File: src/rtl/booth_pkg.sv
// booth_pkg: shared types and constants for the Booth multiplier.
// The BOOTH_RADIX4_EN macro (see booth_paso / booth_multiplicador) selects
// the radix-4 datapath; the digit encoding below serves that path.
package booth_pkg;

  // Default operand width in bits.
  localparam int N_DEF = 8;

  // Control FSM states.
  typedef enum logic [1:0] {
    INACTIVO = 2'd0,
    OPERAR   = 2'd1,
    FIN      = 2'd2
  } estado_t;

  // Modified-Booth digit selected by {Q[1],Q[0],Q_1}.
  typedef enum logic [2:0] {
    DIG_0   = 3'd0,
    DIG_PM  = 3'd1,
    DIG_NM  = 3'd2,
    DIG_P2M = 3'd3,
    DIG_N2M = 3'd4
  } digito_t;

  // Recode a three-bit window into its radix-4 digit.
  function automatic digito_t booth_digit(input logic [2:0] bits);
    digito_t d;
    case (bits)
      3'b001, 3'b010: d = DIG_PM;
      3'b011:         d = DIG_P2M;
      3'b100:         d = DIG_N2M;
      3'b101, 3'b110: d = DIG_NM;
      default:        d = DIG_0;
    endcase
    return d;
  endfunction

endpackage

File: src/rtl/booth_paso.sv
// booth_paso: one combinational Booth iteration on {A,Q,Q_1} with multiplicand M.
// BOOTH_RADIX4_EN defined: radix-4 step (digits 0, +-M, +-2M, shift by 2).
// BOOTH_RADIX4_EN undefined: radix-2 step (0, +-M, shift by 1).
module booth_paso
  import booth_pkg::*;
#(
  parameter int N  = N_DEF,
  parameter int AW = N + 1
) (
  input  logic [AW-1:0] i_a,
  input  logic [N-1:0]  i_q,
  input  logic          i_q1,
  input  logic [N-1:0]  i_m,
  output logic [AW-1:0] o_a,
  output logic [N-1:0]  o_q,
  output logic          o_q1
);

  logic [AW-1:0] w_m_ext;
  logic [AW-1:0] w_sum;

  assign w_m_ext = {{(AW-N){i_m[N-1]}}, i_m};

`ifdef BOOTH_RADIX4_EN
  digito_t w_dig;

  assign w_dig = booth_digit({i_q[1:0], i_q1});

  // Add the selected multiple of M, then arithmetic shift right by two.
  always_comb begin
    w_sum = i_a;
    case (w_dig)
      DIG_PM:  w_sum = i_a + w_m_ext;
      DIG_NM:  w_sum = i_a - w_m_ext;
      DIG_P2M: w_sum = i_a + {w_m_ext[AW-2:0], 1'b0};
      DIG_N2M: w_sum = i_a - {w_m_ext[AW-2:0], 1'b0};
      default: w_sum = i_a;
    endcase
    o_a  = {{2{w_sum[AW-1]}}, w_sum[AW-1:2]};
    o_q  = {w_sum[1:0], i_q[N-1:2]};
    o_q1 = i_q[1];
  end
`else
  // Add or subtract M per {Q[0],Q_1}, then arithmetic shift right by one.
  always_comb begin
    w_sum = i_a;
    case ({i_q[0], i_q1})
      2'b01:   w_sum = i_a + w_m_ext;
      2'b10:   w_sum = i_a - w_m_ext;
      default: w_sum = i_a;
    endcase
    o_a  = {w_sum[AW-1], w_sum[AW-1:1]};
    o_q  = {w_sum[0], i_q[N-1:1]};
    o_q1 = i_q[0];
  end
`endif

endmodule

File: src/rtl/booth_multiplicador.sv
// booth_multiplicador: sequential signed Booth multiplier started by a rising
// edge of inicio. Holds the FSM, iteration counter, edge detect and outputs.
// BOOTH_RADIX4_EN selects the radix-4 datapath (N/2 iterations instead of N).
module booth_multiplicador
  import booth_pkg::*;
#(
  parameter int N = N_DEF
) (
  input  logic           Clk_100M,
  input  logic           reset,
  input  logic           inicio,
  input  logic [N-1:0]   multiplicador,
  input  logic [N-1:0]   multiplicando,
  output logic [2*N-1:0] producto,
  output logic           listo,
  output logic           ocupado
);

`ifdef BOOTH_RADIX4_EN
  localparam int AW   = N + 2;
  localparam int ITER = N / 2;
`else
  localparam int AW   = N + 1;
  localparam int ITER = N;
`endif
  localparam int CW = $clog2(N + 1);
  localparam logic [CW-1:0] CNT_LAST = CW'(ITER - 1);

  estado_t        r_state;
  estado_t        w_state_next;
  logic           w_start;
  logic           r_inicio_d;
  logic [AW-1:0]  r_a;
  logic [N-1:0]   r_q;
  logic [N-1:0]   r_m;
  logic           r_q1;
  logic [CW-1:0]  r_cnt;
  logic [2*N-1:0] r_producto;
  logic           r_listo;
  logic [AW-1:0]  w_a_next;
  logic [N-1:0]   w_q_next;
  logic           w_q1_next;

  booth_paso #(
    .N  (N),
    .AW (AW)
  ) u_paso (
    .i_a  (r_a),
    .i_q  (r_q),
    .i_q1 (r_q1),
    .i_m  (r_m),
    .o_a  (w_a_next),
    .o_q  (w_q_next),
    .o_q1 (w_q1_next)
  );

  // FSM state register.
  always_ff @(posedge Clk_100M or posedge reset) begin
    if (reset) begin
      r_state <= INACTIVO;
    end else begin
      r_state <= w_state_next;
    end
  end

  // Next-state logic; a start is only a rising edge of inicio while idle.
  always_comb begin
    w_state_next = r_state;
    w_start      = 1'b0;
    case (r_state)
      INACTIVO: begin
        if (inicio && !r_inicio_d) begin
          w_start      = 1'b1;
          w_state_next = OPERAR;
        end else begin
          w_state_next = INACTIVO;
        end
      end
      OPERAR: begin
        if (r_cnt == CNT_LAST) begin
          w_state_next = FIN;
        end else begin
          w_state_next = OPERAR;
        end
      end
      FIN:     w_state_next = INACTIVO;
      default: w_state_next = INACTIVO;
    endcase
  end

  // Edge detect, operand capture, iteration datapath and result registers.
  // inicio_d resets high so a button held through reset never starts.
  always_ff @(posedge Clk_100M or posedge reset) begin
    if (reset) begin
      r_inicio_d <= 1'b1;
      r_a        <= '0;
      r_q        <= '0;
      r_m        <= '0;
      r_q1       <= 1'b0;
      r_cnt      <= '0;
      r_producto <= '0;
      r_listo    <= 1'b0;
    end else begin
      r_inicio_d <= inicio;
      r_listo    <= 1'b0;
      if (w_start) begin
        r_m   <= multiplicando;
        r_q   <= multiplicador;
        r_a   <= '0;
        r_q1  <= 1'b0;
        r_cnt <= '0;
      end else if (r_state == OPERAR) begin
        r_a   <= w_a_next;
        r_q   <= w_q_next;
        r_q1  <= w_q1_next;
        r_cnt <= r_cnt + {{(CW-1){1'b0}}, 1'b1};
      end
      if (r_state == FIN) begin
        r_producto <= {r_a[N-1:0], r_q};
        r_listo    <= 1'b1;
      end
    end
  end

  assign producto = r_producto;
  assign listo    = r_listo;
  assign ocupado  = (r_state != INACTIVO);

endmodule

File: config.mk
export PLATFORM = sky130hd
export DESIGN_NAME = booth_multiplicador
export DESIGN_NICKNAME = d
export VERILOG_FILES = /design/src/rtl/booth_pkg.sv /design/src/rtl/booth_paso.sv /design/src/rtl/booth_multiplicador.sv
export SDC_FILE = /design/constraint.sdc
export NUM_CORES = 1
export LEC_CHECK = 0
export CORE_MARGIN = 8
export CORE_UTILIZATION = 56
export CTS_BUF_LIST = sky130_fd_sc_hd__clkbuf_8
export DETAILED_ROUTE_END_ITERATION = 6
export PLACE_DENSITY = 0.78
export SYNTH_ARGS = -nofsm -noshare
export SYNTH_HDL_FRONTEND = slang
export SYNTH_HIERARCHICAL = 1
export SYNTH_SLANG_ARGS = --single-unit
File: constraint.sdc
create_clock -name Clk_100M -period 3.35 [get_ports Clk_100M]
set_input_delay 0.5025 -clock Clk_100M [delete_from_list [all_inputs] [get_ports Clk_100M]]
set_output_delay 0.5025 -clock Clk_100M [all_outputs]
set_load 0.005 [all_outputs]
Yosys cells after proc, flatten, opt, wreduce, memory -nomap -nowiden
Cells that the tools add are included.
Widths: inputs -> output; s select.
{"block": "op_classes", "add_sub_neg": 3, "eq_ne": 5, "mux": 15, "n_reduce_logical": 5}
{"operator": "$mux 9", "n": 2}
{"operator": "$pmux 9 s2", "n": 1}
{"operator": "$mux 8", "n": 2}
{"operator": "$add 9x9->9", "n": 1}
{"operator": "$sub 9x9->9", "n": 1}
{"operator": "$mux 4", "n": 2}
{"operator": "$mux 1", "n": 6}
{"operator": "$add 4x1->4 const B", "n": 1}
{"operator": "$eq 2x1->1 const B", "n": 2}
{"operator": "$eq 2x2->1 const B", "n": 2}
{"operator": "$eq 4x3->1 const B", "n": 1}
{"operator": "$pmux 2 s2", "n": 1}
{"operator": "$reduce_bool 2->1", "n": 2}
{"operator": "$logic_not 2->1", "n": 1}
{"operator": "$mux 2", "n": 1}
{"operator": "$logic_and 1x1->1", "n": 1}
{"operator": "$logic_not 1->1", "n": 1}
{"block": "word_totals", "ff_bits": 50, "inputBits": 19, "output_inout_bits": 18, "elab_cells": 37}

Longest topological paths before layout
{"block": "logic_depth", "ltp_word": 5, "depth_mapped": 15, "ltp_nobuf": 14}

Modules after synthesis
The synthesis kept the hierarchy.
{"mod": "booth_multiplicador", "instances": 1, "cells_each": 151, "area_per_inst_um2": 2009.4, "seq_area_each_um2": 1252.5}
{"mod": "booth_paso", "instances": 1, "cells_each": 104, "area_per_inst_um2": 742.0, "seq_area_each_um2": 0.0}

Worst setup path after synthesis
No wires, ideal clock.
{"block": "synth_path", "kind": "reg2reg", "from": "register r_q[0]", "to": "register r_a[8]", "setup_ns": 0.083, "arrival_ns": 2.367, "required_time_ns": 3.267, "setup_slack_ns": 0.900, "path_stages_with_launch": 13, "path_buffers": 2, "period_less_slack_ns": 2.450, "cell_sequence": "dfrtp_1 ha_1 buf_2 mux2i_1 fa_1 a21oi_1 o2111ai_1 nand3_1 nor3b_1 xor2_1 buf_4 nand2_1 o21ai_0"}
{"block": "synth_between", "elab_chain_len": 4, "word_cells_on_any_way": 5, "cone_classes": "eq/ne (2); mux (3)"}
{"element": "from (decl)", "line": "booth_multiplicador.sv:34", "rtl": "logic [N-1:0] r_q;"}
{"element": "from (signal assigned)", "line": "booth_multiplicador.sv:108", "rtl": "r_q <= multiplicador;"}
{"element": "from (signal assigned)", "line": "booth_multiplicador.sv:114", "rtl": "r_q <= w_q_next;"}
{"element": "$eq 2x2->1 or $eq 2x1->1 (tied branches)", "line": "booth_paso.sv:47", "rtl": "case ({i_q[0], i_q1})"}
{"element": "$pmux 9 s2 *", "line": "booth_paso.sv:47"}
{"element": "net w_a_next[7]", "line": "booth_multiplicador.sv:40", "rtl": "logic [AW-1:0] w_a_next;"}
{"element": "$mux 9 *", "line": "booth_multiplicador.sv:112", "rtl": "end else if (r_state == OPERAR) begin"}
{"element": "$mux 9 *", "line": "booth_multiplicador.sv:106", "rtl": "if (w_start) begin"}
{"element": "to (signal assigned)", "line": "booth_multiplicador.sv:113", "rtl": "r_a <= w_a_next;"}
{"element": "to (decl)", "line": "booth_multiplicador.sv:33", "rtl": "logic [AW-1:0] r_a;"}
The timed path passes the listed nets; every way through them passes the cells marked *. The select of a mux whose other input is x is not followed.
A chain may end at the register's enable or synchronous reset.

Final worst setup path
{"block": "layout_path", "from": "register r_q1", "to": "register r_a[7]"}
{"block": "layout_between", "elab_chain_len": 4, "word_cells_on_any_way": 5, "cone_classes": "eq/ne (2); mux (3)"}
{"element": "from (decl)", "line": "booth_multiplicador.sv:36", "rtl": "logic r_q1;"}
{"element": "from (signal assigned)", "line": "booth_multiplicador.sv:115", "rtl": "r_q1 <= w_q1_next;"}
{"element": "$eq 2x2->1 or $eq 2x1->1 (tied branches)", "line": "booth_paso.sv:47"}
{"element": "$pmux 9 s2 *", "line": "booth_paso.sv:47"}
{"element": "net w_a_next[7]", "line": "booth_multiplicador.sv:40"}
{"element": "$mux 9 *", "line": "booth_multiplicador.sv:112"}
{"element": "$mux 9 *", "line": "booth_multiplicador.sv:106"}
Marks and branches as above.

==> results.yml <==
sta:
  setup_viol: 0
  slew_headroom_pct: 32.7
  hold_violations: 0
  fin_skew_ns: 0.00500
  max_freq_ghz: 0.378
  finalWorstSetupSlack_ns: 0.705
  rsz0062_at_grt: "no"
  fin_crit_ns: 2.65
  worst_slew_pin_slew_ns: 1.01
  post-route-period-util_pct: 79.0
  fin_tns_setup_ns: 0
  drv_slew: 0
worst_hold_path:
  min-delay-start: "r_cnt[3]$_DFFE_PP0P_"
  worstHoldPathType: "register to register"
  whs_endpoint: "r_state[1]$_DFF_PP0_"
  min_path_cells: 1
synth:
  synth_top_cell_by_area: "dfrtp_1"
  synthTopCellsByArea: "dfrtp_1 (45%), mux2_2 (11%), ha_1 (5.0%)"
  synth_edf_count: 0
  seq_area_frac_synth_pct: 45.5
  synthArstFlopShare_pct: 100
  syn-cell-area_mm2: 0.00275
  avgSynthCellArea_um2: 10.8
  syn_nets: 286
  synth_top_area_share_pct: 44.6
  synth_cell_types: 46
  synth_seq_cells: 50
  synth_ff_type: "dfrtp_1"
  synth_cells: 255
  ys_warn_count: 6
pwr:
  ir_drop_mv: 0.491
  cellLeakagePower_nw: 1.43
  pwr_density_cell_mw_per_mm2: 1180
floorplan:
  ios: 37
  rows: 25
  die_x_um: 86.1
  floorplan.initialDensity_pct: 58.3
  dieHeight_um: 86.1
  fp.coreArea_mm2: 0.00472
  dieArea_mm2: 0.00741
critical_path:
  cpMaxStageDelayCell: "dfrtp_1"
  crit_fanout: 8
  cpPeakStageDelay_ns: 0.39
  cp_common_cell: "ha_1"
  ff2ff_setup_slack_ns: 0.70
  crit_type: "register to register"
  startpoint: "r_q1$_DFFE_PP0P_"
  cp-end-kind: "register"
  timing.rr.end: "r_a[7]$_DFFE_PP0P_"
  r2r_cells: 12
  worstPathRequired_ns: 3.57
  r2r-start: "r_q1$_DFFE_PP0P_"
  cp_cell_sequence: "inv_1, ha_1, nor2_1, xnor2_1, ha_1, a21oi_1, o2111ai_1, nand3_1, nor3b_1, xor2_1, nand2_1, o21ai_0"
  worst_ep_arrival_time_ns: 2.87
  crit_path_start_kind: "register"
global_routing:
  grtUsageTotal_pct: 15.5
  grt_pass1_vias: 2063
  grt_max_degree: 51
  grt_first_pass_wirelength_mm: 9.28
  grt_antenna_before_repair: 0
  grt_overflow: 0
clocking:
  cts_resized: 0
  clock-sinks: 50
  cts_root_buffer: "clkbuf_8"
  cts_tree: "done"
  cts_buffer_depth: 2
  cts_max_level: 2
  postCtsHoldBufs: 0
  post-cts-setup-buffer-count: 0
  clock_latency_ns: 0.30
  path_clk_slew_ns: 0.09
  numCtsBuffers: 5
detailed_routing:
  ant_nets: 0
  drtIter0Drc: 60
  routed_wl_mm: 5.40
  drc: 0
  avgViaCountPerCell: 5.55
  drtPass1Iterations: 4
  dr_total_vias: 1932
  wl_per_cell_um: 15.5
final_layout:
  synthToLayoutAreaGrowth_pct: 15.6
  n_antenna_cell: 0
  num-nets-final: 311
  final_common_cell: "dfrtp_1"
  drive_above_1_share_pct: 16.7
  fin_cells: 348
  final_cell_mix: "dfrtp_1 (49), clkdlybuf4s50_1 (36), nand2_1 (29)"
  final_util_pct: 67.3
placement:
  place_ws_ns: 0.733
  io_buffers: 36
  dpl.cell_count: 340
  dp_hpwl_mm: 3.78
  place.gp.congestion: 0.808
run_status:
  status: "completed"
flow_run:
  maxCapViolCount: 0
## sequential cells by signal (all words and copies together), names as in the netlist
signal,flops
listo,1
producto,16
r_a,9
r_cnt,4
r_inicio_d,1
r_m,8
r_q,8
r_q1,1
r_state,2
## area by class of cell
class	count	area, um^2
fill	366	1540
multi-input combinational	175	1320
sequential	50	1250
timing repair buffer	39	383
tap	67	83.8
clock buffer	5	68.8
clock inverter	3	41.3
inverter	9	33.8
## where the power goes
group	leakage [nW]	internal, mW	switching (mW)
Sequential	0.633	0.871	0.231
Clock	0.0556	0.220	0.202
Combinational	0.740	1.10	1.13
Total	1.43	2.19	1.57
## kinds of logic after synthesis
kind of cell	share of synthesized area [%]
xor+xnor	3.50
fa+ha+maj	5.73
flops	45.5
mux	11.7
simple gates	13.8
buf+inv	6.64
compound gates	13.1
## critical path: cells and delay by family (launching register included)
family	cells	cell delay, ns
AOI/OAI and AO/OA	3	0.52
buffers and inverters	1	0.05
DFF	1	0.39
and+or+nand+nor	4	0.54
adders and majority gates	2	0.63
xor gates and xnor gates	2	0.43
## synth_stat cells, types with 2 or more instances
library cell and count:
nand2b_1 4, nand3_1 3, a22o_1 8, mux2i_1 3, buf_2 2, nor2_1 11, dfrtp_1 49, buf_6 3
nor3b_1 3, or3_1 2, mux2_2 26, nor2b_1 2, buf_4 12, xnor2_1 8, inv_1 9, xor2_1 3
o21ai_0 16, o211ai_1 2, ha_1 11, a21o_1 9, a21oi_1 6, nor3_1 7, clkbuf_1 4, nor4_1 2
nand2_1 29
## through the flow
step	instance area, um^2	hold WS, ns	total power, mW
after floorplan	2750	0.448	2.89
after global placement	3070	0.471	3.26
after detailed placement	3070	0.483	3.34
after CTS	3180	0.498	3.78
after global routing	3180	0.531	4.09
final	3180	0.496	3.76
## worst max path at each step
| stage | endpoint | slack [ns] | cells past startpoint |
|---|---|---|---|
| after detailed placement | r_a[7]$_DFFE_PP0P_ | 0.73 | 12 |
| final | r_a[7]$_DFFE_PP0P_ | 0.70 | 12 |
| after global placement | r_a[7]$_DFFE_PP0P_ | 0.85 | 10 |
| after CTS | r_a[7]$_DFFE_PP0P_ | 0.69 | 12 |
| after global routing | r_a[7]$_DFFE_PP0P_ | 0.46 | 12 |
| after floorplan | r_a[8]$_DFFE_PP0P_ | 0.90 | 12 |
## per-layer routing
| metal | routed length (um) | up-vias | global-route usage (%) |
|---|---|---|---|
| met5 | 0 | - | 0 |
| met3 | 168 | 8 | 3.34 |
| li1 | - | 939 | - |
| met1 | 2420 | 949 | 17.6 |
| met4 | 74 | 0 | 6.53 |
| met2 | 2740 | 36 | 27.4 |
(Power assumes the default switching activity.)
